`config.mk`:
```
export PLATFORM = sky130hd
export DESIGN_NAME = serial_rx_datapath
export DESIGN_NICKNAME = d
export VERILOG_FILES = /design/src/rtl/serial_link_pkg.sv /design/src/rtl/serial_rx_ctrl.sv /design/src/rtl/serial_rx_datapath.sv
export SDC_FILE = /design/constraint.sdc
export NUM_CORES = 1
export LEC_CHECK = 0
export CORE_UTILIZATION = 45
export CTS_CLUSTER_DIAMETER = 40
export CTS_CLUSTER_SIZE = 14
export DETAILED_ROUTE_END_ITERATION = 6
export PLACE_DENSITY = 0.8
export SLEW_MARGIN = 20
export SYNTH_ARGS = -nofsm -noshare
export SYNTH_HDL_FRONTEND = slang
export SYNTH_HIERARCHICAL = 1
export SYNTH_SLANG_ARGS = --single-unit
```
`constraint.sdc`:
```
create_clock -name clk -period 1.7 [get_ports clk]
set_input_delay 0.255 -clock clk [delete_from_list [all_inputs] [get_ports clk]]
set_output_delay 0.255 -clock clk [all_outputs]
set_load 0.03 [all_outputs]
```
`src/rtl/serial_link_pkg.sv`:
```
// Shared definitions for the serial bit link.
// Used by both the transmitter and the receiver.
package serial_link_pkg;

  typedef enum logic {
    IDLE  = 1'b0,
    SHIFT = 1'b1
  } rx_state_e;

  localparam int WIDTH_DEF = 8;

  // Bit 0 of a word travels first on the wire.
  localparam bit LSB_FIRST = 1'b1;

endpackage

```
`src/rtl/serial_rx_ctrl.sv`:
```
// Receive framing FSM for the serial link.
// Turns the bit strobe into shift/count/complete/abort controls.
module serial_rx_ctrl
  import serial_link_pkg::*;
#(
  parameter int WIDTH = WIDTH_DEF,
  parameter int CW    = $clog2(WIDTH + 1)
) (
  input  logic          clk,
  input  logic          rst,
  input  logic          sin_en_i,
  input  logic [CW-1:0] count_i,
  output logic          shift_en_o,
  output logic          cnt_clr_o,
  output logic          cnt_inc_o,
  output logic          complete_o,
  output logic          abort_o,
  output logic          busy_o
);

  localparam logic [CW-1:0] LAST = CW'(WIDTH - 1);

  rx_state_e state_q, state_d;

  // State register.
  always_ff @(posedge clk) begin
    if (rst) state_q <= IDLE;
    else     state_q <= state_d;
  end

  // Next-state and control strobes.
  always_comb begin
    state_d    = state_q;
    shift_en_o = 1'b0;
    cnt_clr_o  = 1'b0;
    cnt_inc_o  = 1'b0;
    complete_o = 1'b0;
    abort_o    = 1'b0;
    unique case (state_q)
      IDLE: begin
        if (sin_en_i) begin
          shift_en_o = 1'b1;
          cnt_inc_o  = 1'b1;
          state_d    = SHIFT;
        end
      end
      SHIFT: begin
        if (!sin_en_i) begin
          abort_o   = 1'b1;
          cnt_clr_o = 1'b1;
          state_d   = IDLE;
        end else if (count_i == LAST) begin
          shift_en_o = 1'b1;
          complete_o = 1'b1;
          cnt_clr_o  = 1'b1;
          state_d    = IDLE;
        end else begin
          shift_en_o = 1'b1;
          cnt_inc_o  = 1'b1;
        end
      end
      default: state_d = IDLE;
    endcase
  end

  // A frame is in flight exactly while the FSM sits in SHIFT.
  assign busy_o = (state_q == SHIFT);

endmodule

```
`src/rtl/serial_rx_datapath.sv`:
```
// Serial link receiver: rebuilds LSB-first words and
// presents them behind a valid/ready output register.
module serial_rx_datapath
  import serial_link_pkg::*;
#(
  parameter int WIDTH = WIDTH_DEF,
  localparam int CW   = $clog2(WIDTH + 1)
) (
  input  logic             clk,
  input  logic             rst,
  input  logic             sin,
  input  logic             sin_en,
  output logic [WIDTH-1:0] out_data,
  output logic             out_valid,
  input  logic             out_ready,
  output logic             busy,
  output logic             frame_err,
  output logic             overrun,
  input  logic             clr_ovr
);

  logic             shift_en, cnt_clr, cnt_inc;
  logic             complete, abort;
  logic [WIDTH-1:0] sr_q, sr_d;
  logic [CW-1:0]    cnt_q, cnt_d;
  logic [WIDTH-1:0] data_q, data_d;
  logic             valid_q, valid_d;
  logic             ferr_q;
  logic             ovr_q, ovr_d;
  logic [WIDTH-1:0] word;

  serial_rx_ctrl #(
    .WIDTH (WIDTH),
    .CW    (CW)
  ) u_ctrl (
    .clk        (clk),
    .rst        (rst),
    .sin_en_i   (sin_en),
    .count_i    (cnt_q),
    .shift_en_o (shift_en),
    .cnt_clr_o  (cnt_clr),
    .cnt_inc_o  (cnt_inc),
    .complete_o (complete),
    .abort_o    (abort),
    .busy_o     (busy)
  );

  // New bits enter at the top so the first bit lands in bit 0.
  assign word = {sin, sr_q[WIDTH-1:1]};

  // Shift register and bit counter next state.
  always_comb begin
    sr_d  = sr_q;
    cnt_d = cnt_q;
    if (abort)         sr_d = '0;
    else if (shift_en) sr_d = word;
    if (cnt_clr)       cnt_d = '0;
    else if (cnt_inc)  cnt_d = cnt_q + 1'b1;
  end

  // Output register, handshake and overrun next state.
  always_comb begin
    data_d  = data_q;
    valid_d = valid_q;
    ovr_d   = ovr_q;
    if (clr_ovr) ovr_d = 1'b0;
    if (complete) begin
      if (!valid_q || out_ready) begin
        data_d  = word;
        valid_d = 1'b1;
      end else begin
        ovr_d = 1'b1;
      end
    end else if (valid_q && out_ready) begin
      valid_d = 1'b0;
    end
  end

  // Datapath state registers.
  always_ff @(posedge clk) begin
    if (rst) begin
      sr_q    <= '0;
      cnt_q   <= '0;
      data_q  <= '0;
      valid_q <= 1'b0;
      ferr_q  <= 1'b0;
      ovr_q   <= 1'b0;
    end else begin
      sr_q    <= sr_d;
      cnt_q   <= cnt_d;
      data_q  <= data_d;
      valid_q <= valid_d;
      ferr_q  <= abort;
      ovr_q   <= ovr_d;
    end
  end

  assign out_data  = data_q;
  assign out_valid = valid_q;
  assign frame_err = ferr_q;
  assign overrun   = ovr_q;

endmodule

```
Word level (Yosys, flattened, before mapping)

Cells that the tools add are included.

Add/subtract/negate cells: 1
Eq/ne operators: 2
Mux-type cells: 17
Bitwise logic cells: 1
Reduce and logical (&&, ||, !) cells: 8

Operator list:

| cell                                          | count |
|---|---|
| 2-to-1 mux 1 bit                              | 16 |
| adder 4 x 1 -> 4 bit, second input constant   | 1 |
| == test 4 x 3 -> 1 bit, second input constant | 1 |
| AND reduction 2 bit                           | 2 |
| OR reduction 2 bit                            | 2 |
| != test 2 x 1 -> 1 bit, second input constant | 1 |
| case mux 1 bit (2 select lines)               | 1 |
| nonzero test 2 bit                            | 1 |
| logical AND 1 bit                             | 1 |
| zero test 1 bit                               | 1 |
| logical OR 1 bit                              | 1 |
| NOT 1 bit                                     | 1 |

Register bits: 24
Output and inout bits: 12
Word-level logic and storage cells: 36

Logic depth before layout (Yosys ltp)

Depth after elaboration: 6
Gate-level depth with buffers: 5

Modules after synthesis

Netlist, hierarchy kept.

Modules (own cells, without submodules):

| module             | instances | cells each | area an instance (um2) | seq. area each (um2) |
|---|---|---|---|---|
| serial_rx_datapath | 1         | 85         | 888.4                  | 440.4 |
| serial_rx_ctrl     | 1         | 9          | 87.6                   | 20.0 |

Worst setup path after synthesis

Ideal clock, no wire load.

Kind: register -> register
Start: register u_ctrl.state_q, in the netlist u_ctrl/busy_o
End: register data_q[0], in the netlist out_data[0]
Setup time: 0.072 ns
Arrival: 1.410 ns
Data required time: 1.628 ns
Slack: 0.218 ns
Stages on the path, launching flop included: 6
Buffers on the path: 1
Clock period less this slack: 1.482 ns
Cell sequence: dfxtp_1 > nand4_2 > nor3b_2 > nor2b_2 > buf_6 > mux2i_1

Longest elaborated chain between the ends: 2

Ends and longest elaborated chain:

| what                                 | RTL line                 | text |
|---|---|---|
| start: declaration                   | serial_rx_ctrl.sv:23     | `rx_state_e state_q, state_d;` |
| start signal: assignment             | serial_rx_ctrl.sv:28     | `else state_q <= state_d;` |
| 2-to-1 mux 1 bit                     | serial_rx_ctrl.sv:39     | `unique case (state_q)` |
| net complete                         | serial_rx_datapath.sv:23 | `logic complete, abort;` |
| AND reduction 2 bit (no source line) | -                        |  |
| end signal: assignment               | serial_rx_datapath.sv:91 | `data_q <= data_d;` |
| end: declaration                     | serial_rx_datapath.sv:26 | `logic [WIDTH-1:0] data_q, data_d;` |

The timed path passes the listed nets, and every way through them passes these cells.
A chain may end at the register's enable or synchronous reset.

Final worst setup path

Start: register u_ctrl.state_q, in the netlist u_ctrl/busy_o
End: output port busy

RTL lines:

| what             | RTL line                 | text |
|---|---|---|
| end: declaration | serial_rx_datapath.sv:16 | `output logic busy,` |

No word-level cell between the ends.

==> reports/qor.yml <==
finish:
  syn2layout_area_growth_pct: 24.23
  layout-drive-gt1-share: 0.1150
  final_nets: 121
  antenna_cells: 0
  final_util: 0.6056
cts:
  cts.repair.resized: 0
  h-tree-depth: 1
  cts_buffer_depth: 2
  cts-root-buf: "clkbuf_4"
  numCtsBuffers: 3
  cts.sinks: 23
  clk_latency_ns: 0.31
  cts_hold_buf: 0
  cts_setup_buffers: 0
  cts_tree: "built"
  clkTransAtPathRegs_ns: 0.13
timing:
  post-route-period-util: 0.9606
  min_period_ns: 1.633
  finalSetupViolCount: 0
  finalHoldViolCount: 0
  worstMarginPinSlew_ns: 0.3541
  rsz0062_at_grt: "false"
  relSlewSlack: 0.7632
  final.setup.worst_slack_ns: 0.06701
  maxSlewViolCount: 0
  max_clock_freq_mhz: 612.4
  skew_ns: 0.009266
setup_path:
  worst-path-buf-inv: 1
  cp_top_family: "buffers and inverters"
  end_kind: "output port"
  slowest_delay_ns: 0.68
  critPathSlowestCell: "clkdlybuf4s50_1"
  start_kind: "flip-flop"
  timing.critical_path.cells: "clkdlybuf4s50_1"
  crit_path_max_fanout: 3
  r2r_cells: 5
  arrival_ns: 1.38
  r2r_start: "cnt_q[0]$_SDFFE_PP0P_"
  path_class: "flip-flop to output port"
  required_ns: 1.44
  reg2reg_to: "out_data[3]$_SDFFE_PP0P_"
  r2r_setup_slack_ns: 0.19
pwr:
  p_comb_frac: 0.081
  clock_power_share: 0.287
  switching_share: 0.2330
  pwr_density_cell_nw_per_um2: 725.3
  pwr-share-seq: 0.633
  switchingPower_mw: 0.2049
  p_leak_nw: 0.4532
  p_int_mw: 0.6744
  ir_drop_mv: 0.5359
logic_synthesis:
  synth_compound_area_frac: 0.03077
  synth-simple-area-share: 0.2513
  yosys-mux-area-fraction: 0.1641
  yosys_warnings: 6
  ys.flop_type: "dfxtp_1"
  ys_seq_area_frac: 0.4718
  synth-adder-area-share: 0.01282
  synth_top_family_by_area: "simple AND/OR/NAND/NOR gates"
  synth_seq_cells: 23
  syn_area_um2: 975.9
  synth_cell_type_count: 26
  syn_inst: 94
  async_reset_ff_frac: 0
  synth_nets: 101
  synth-xor-area-share: 0.02692
  synth_enable_flop_cells: 0
  avgSynthCellArea_um2: 10.38
global_route:
  grt_pass1_wl_um: 2829
  grt_max_degree: 16
  grt_pass1_vias: 664
  grt_overflow: 0
  antenna_found_initial: 0
  grt_usage: 0.1569
worst_hold_path:
  min-delay-start: "out_data[7]$_SDFFE_PP0P_"
  min_to: "out_data[7]$_SDFFE_PP0P_"
  hold_class: "flip-flop to flip-flop"
  whs_path_depth: 2
routing:
  drtPass1Iterations: 2
  drt-initial-drc-count: 1
  drt-wirelength-per-cell_um: 11.32
  via_per_inst: 4.764
  drc: 0
  wl_um: 1585
  antenna_left: 0
  vias: 667
floorplan:
  initial_core_util: 0.4875
  core_area_um2: 2002
  io_pins: 18
  chipHeight_um: 48.57
  die_w_um: 48.57
  dieArea_um2: 2359
  rows: 16
run_status:
  outcome: "completed"
job:
  cap_violations: 0
place:
  detailed_place_hpwl_um: 1228
  portBuffers: 17
  place_worst_setup_slack_ns: -0.01304
  routabilityCongestion: 0.7398
-- tightest hold or removal path, delay by kind of cell (launching register included) --
kind	cells	cell delay (ns)
DFF	1	0.34
muxes	1	0.05
and+or+nand+nor	1	0.06
-- routing by layer --
metal	part of all wire	track usage
met1	0.48	0.1850
met2	0.49	0.2676
met4	0	0.07353
met5	0	0
met3	0.026	0.03774
-- cells by family after synthesis --
family                     Yosys count
and+or+nand+nor                     40
DFF                                 23
muxes                               16
buffers and inverters                7
AOI/OAI and AO/OA                    4
xor gates and xnor gates             3
adders and majority gates            1
-- power groups by stage --
stage	sequential (mW)	combinational [mW]	clock [mW]
final	0.556	0.0710	0.252
after global routing	0.558	0.0776	0.292
after CTS	0.557	0.0724	0.261
after detailed placement	0.569	0.0720	0
after global placement	0.568	0.0695	0
after floorplan	0.570	0.0426	0
-- state kept, by name, summed over array words and instances (netlist names) --
| name | count |
|---|---|
| sr_q | 7 |
| out_valid | 1 |
| u_ctrl/busy_o | 1 |
| overrun | 1 |
| frame_err | 1 |
| out_data | 8 |
| cnt_q | 4 |
-- cells in the mapped netlist (2+ instances only) --
| cell type | number | area share |
|---|---|---|
| nor2b_1 | 3 | 0.019 |
| dfxtp_1 | 23 | 0.47 |
| buf_2 | 3 | 0.015 |
| nor3_1 | 3 | 0.015 |
| mux2i_1 | 16 | 0.16 |
| nand2b_1 | 16 | 0.10 |
| nor2_1 | 10 | 0.038 |
| xor2_1 | 2 | 0.018 |
-- layout by cell type (no fill, tap or decap), drive strengths merged --
cell type	instances
a21oi	1
buf	4
clkbuf	3
clkdlybuf4s50	17
clkinv	1
dfxtp	23
ha	1
inv	1
mux2i	16
nand2	1
nand2b	16
nand4	2
nor2	10
nor2b	5
nor3	4
nor3b	1
o211a	1
o21a	1
o21bai	1
or2	1
xnor2	1
xor2	2
-- stage by stage --
step	hold slack, ns	TNS, ns	cell area, µm²	power [mW]	std cells
3_3_place_gp	0.4588	0	1185	0.6371	136
2_1_floorplan	0.3884	0	975.9	0.6129	94
4_1_cts	0.4892	0	1212	0.8903	140
5_1_grt	0.5067	0	1212	0.9281	140
6_report	0.4818	0	1212	0.8793	140
3_5_place_dp	0.4692	-0.01304	1185	0.6406	136
-- area by class of cell --
cell class | count | area, µm²
multi-input cells | 64 | 474.2
repair buffers | 21 | 212.7
flip-flops and latches | 23 | 460.4
well taps | 27 | 33.78
clock buffers | 3 | 22.52
clock inverters | 1 | 5.005
fillers | 183 | 789.5
inverters | 1 | 3.754
-- worst max-delay path by stage --
| stage | from | depth (start not counted) | end | slack (ns) |
|---|---|---|---|---|
| 5_1_grt | u_ctrl/busy_o$_SDFF_PP0_ | 1 | busy | 0.006 |
| 3_5_place_dp | sin_en | 5 | out_data[3]$_SDFFE_PP0P_ | -0.01 |
| 3_3_place_gp | sin_en | 5 | out_data[3]$_SDFFE_PP0P_ | 0.08 |
| 4_1_cts | u_ctrl/busy_o$_SDFF_PP0_ | 1 | busy | 0.05 |
| 6_report | u_ctrl/busy_o$_SDFF_PP0_ | 1 | busy | 0.07 |
| 2_1_floorplan | u_ctrl/busy_o$_SDFF_PP0_ | 5 | out_data[0]$_SDFFE_PP0P_ | 0.22 |
Power figures use the tool's default switching activity.
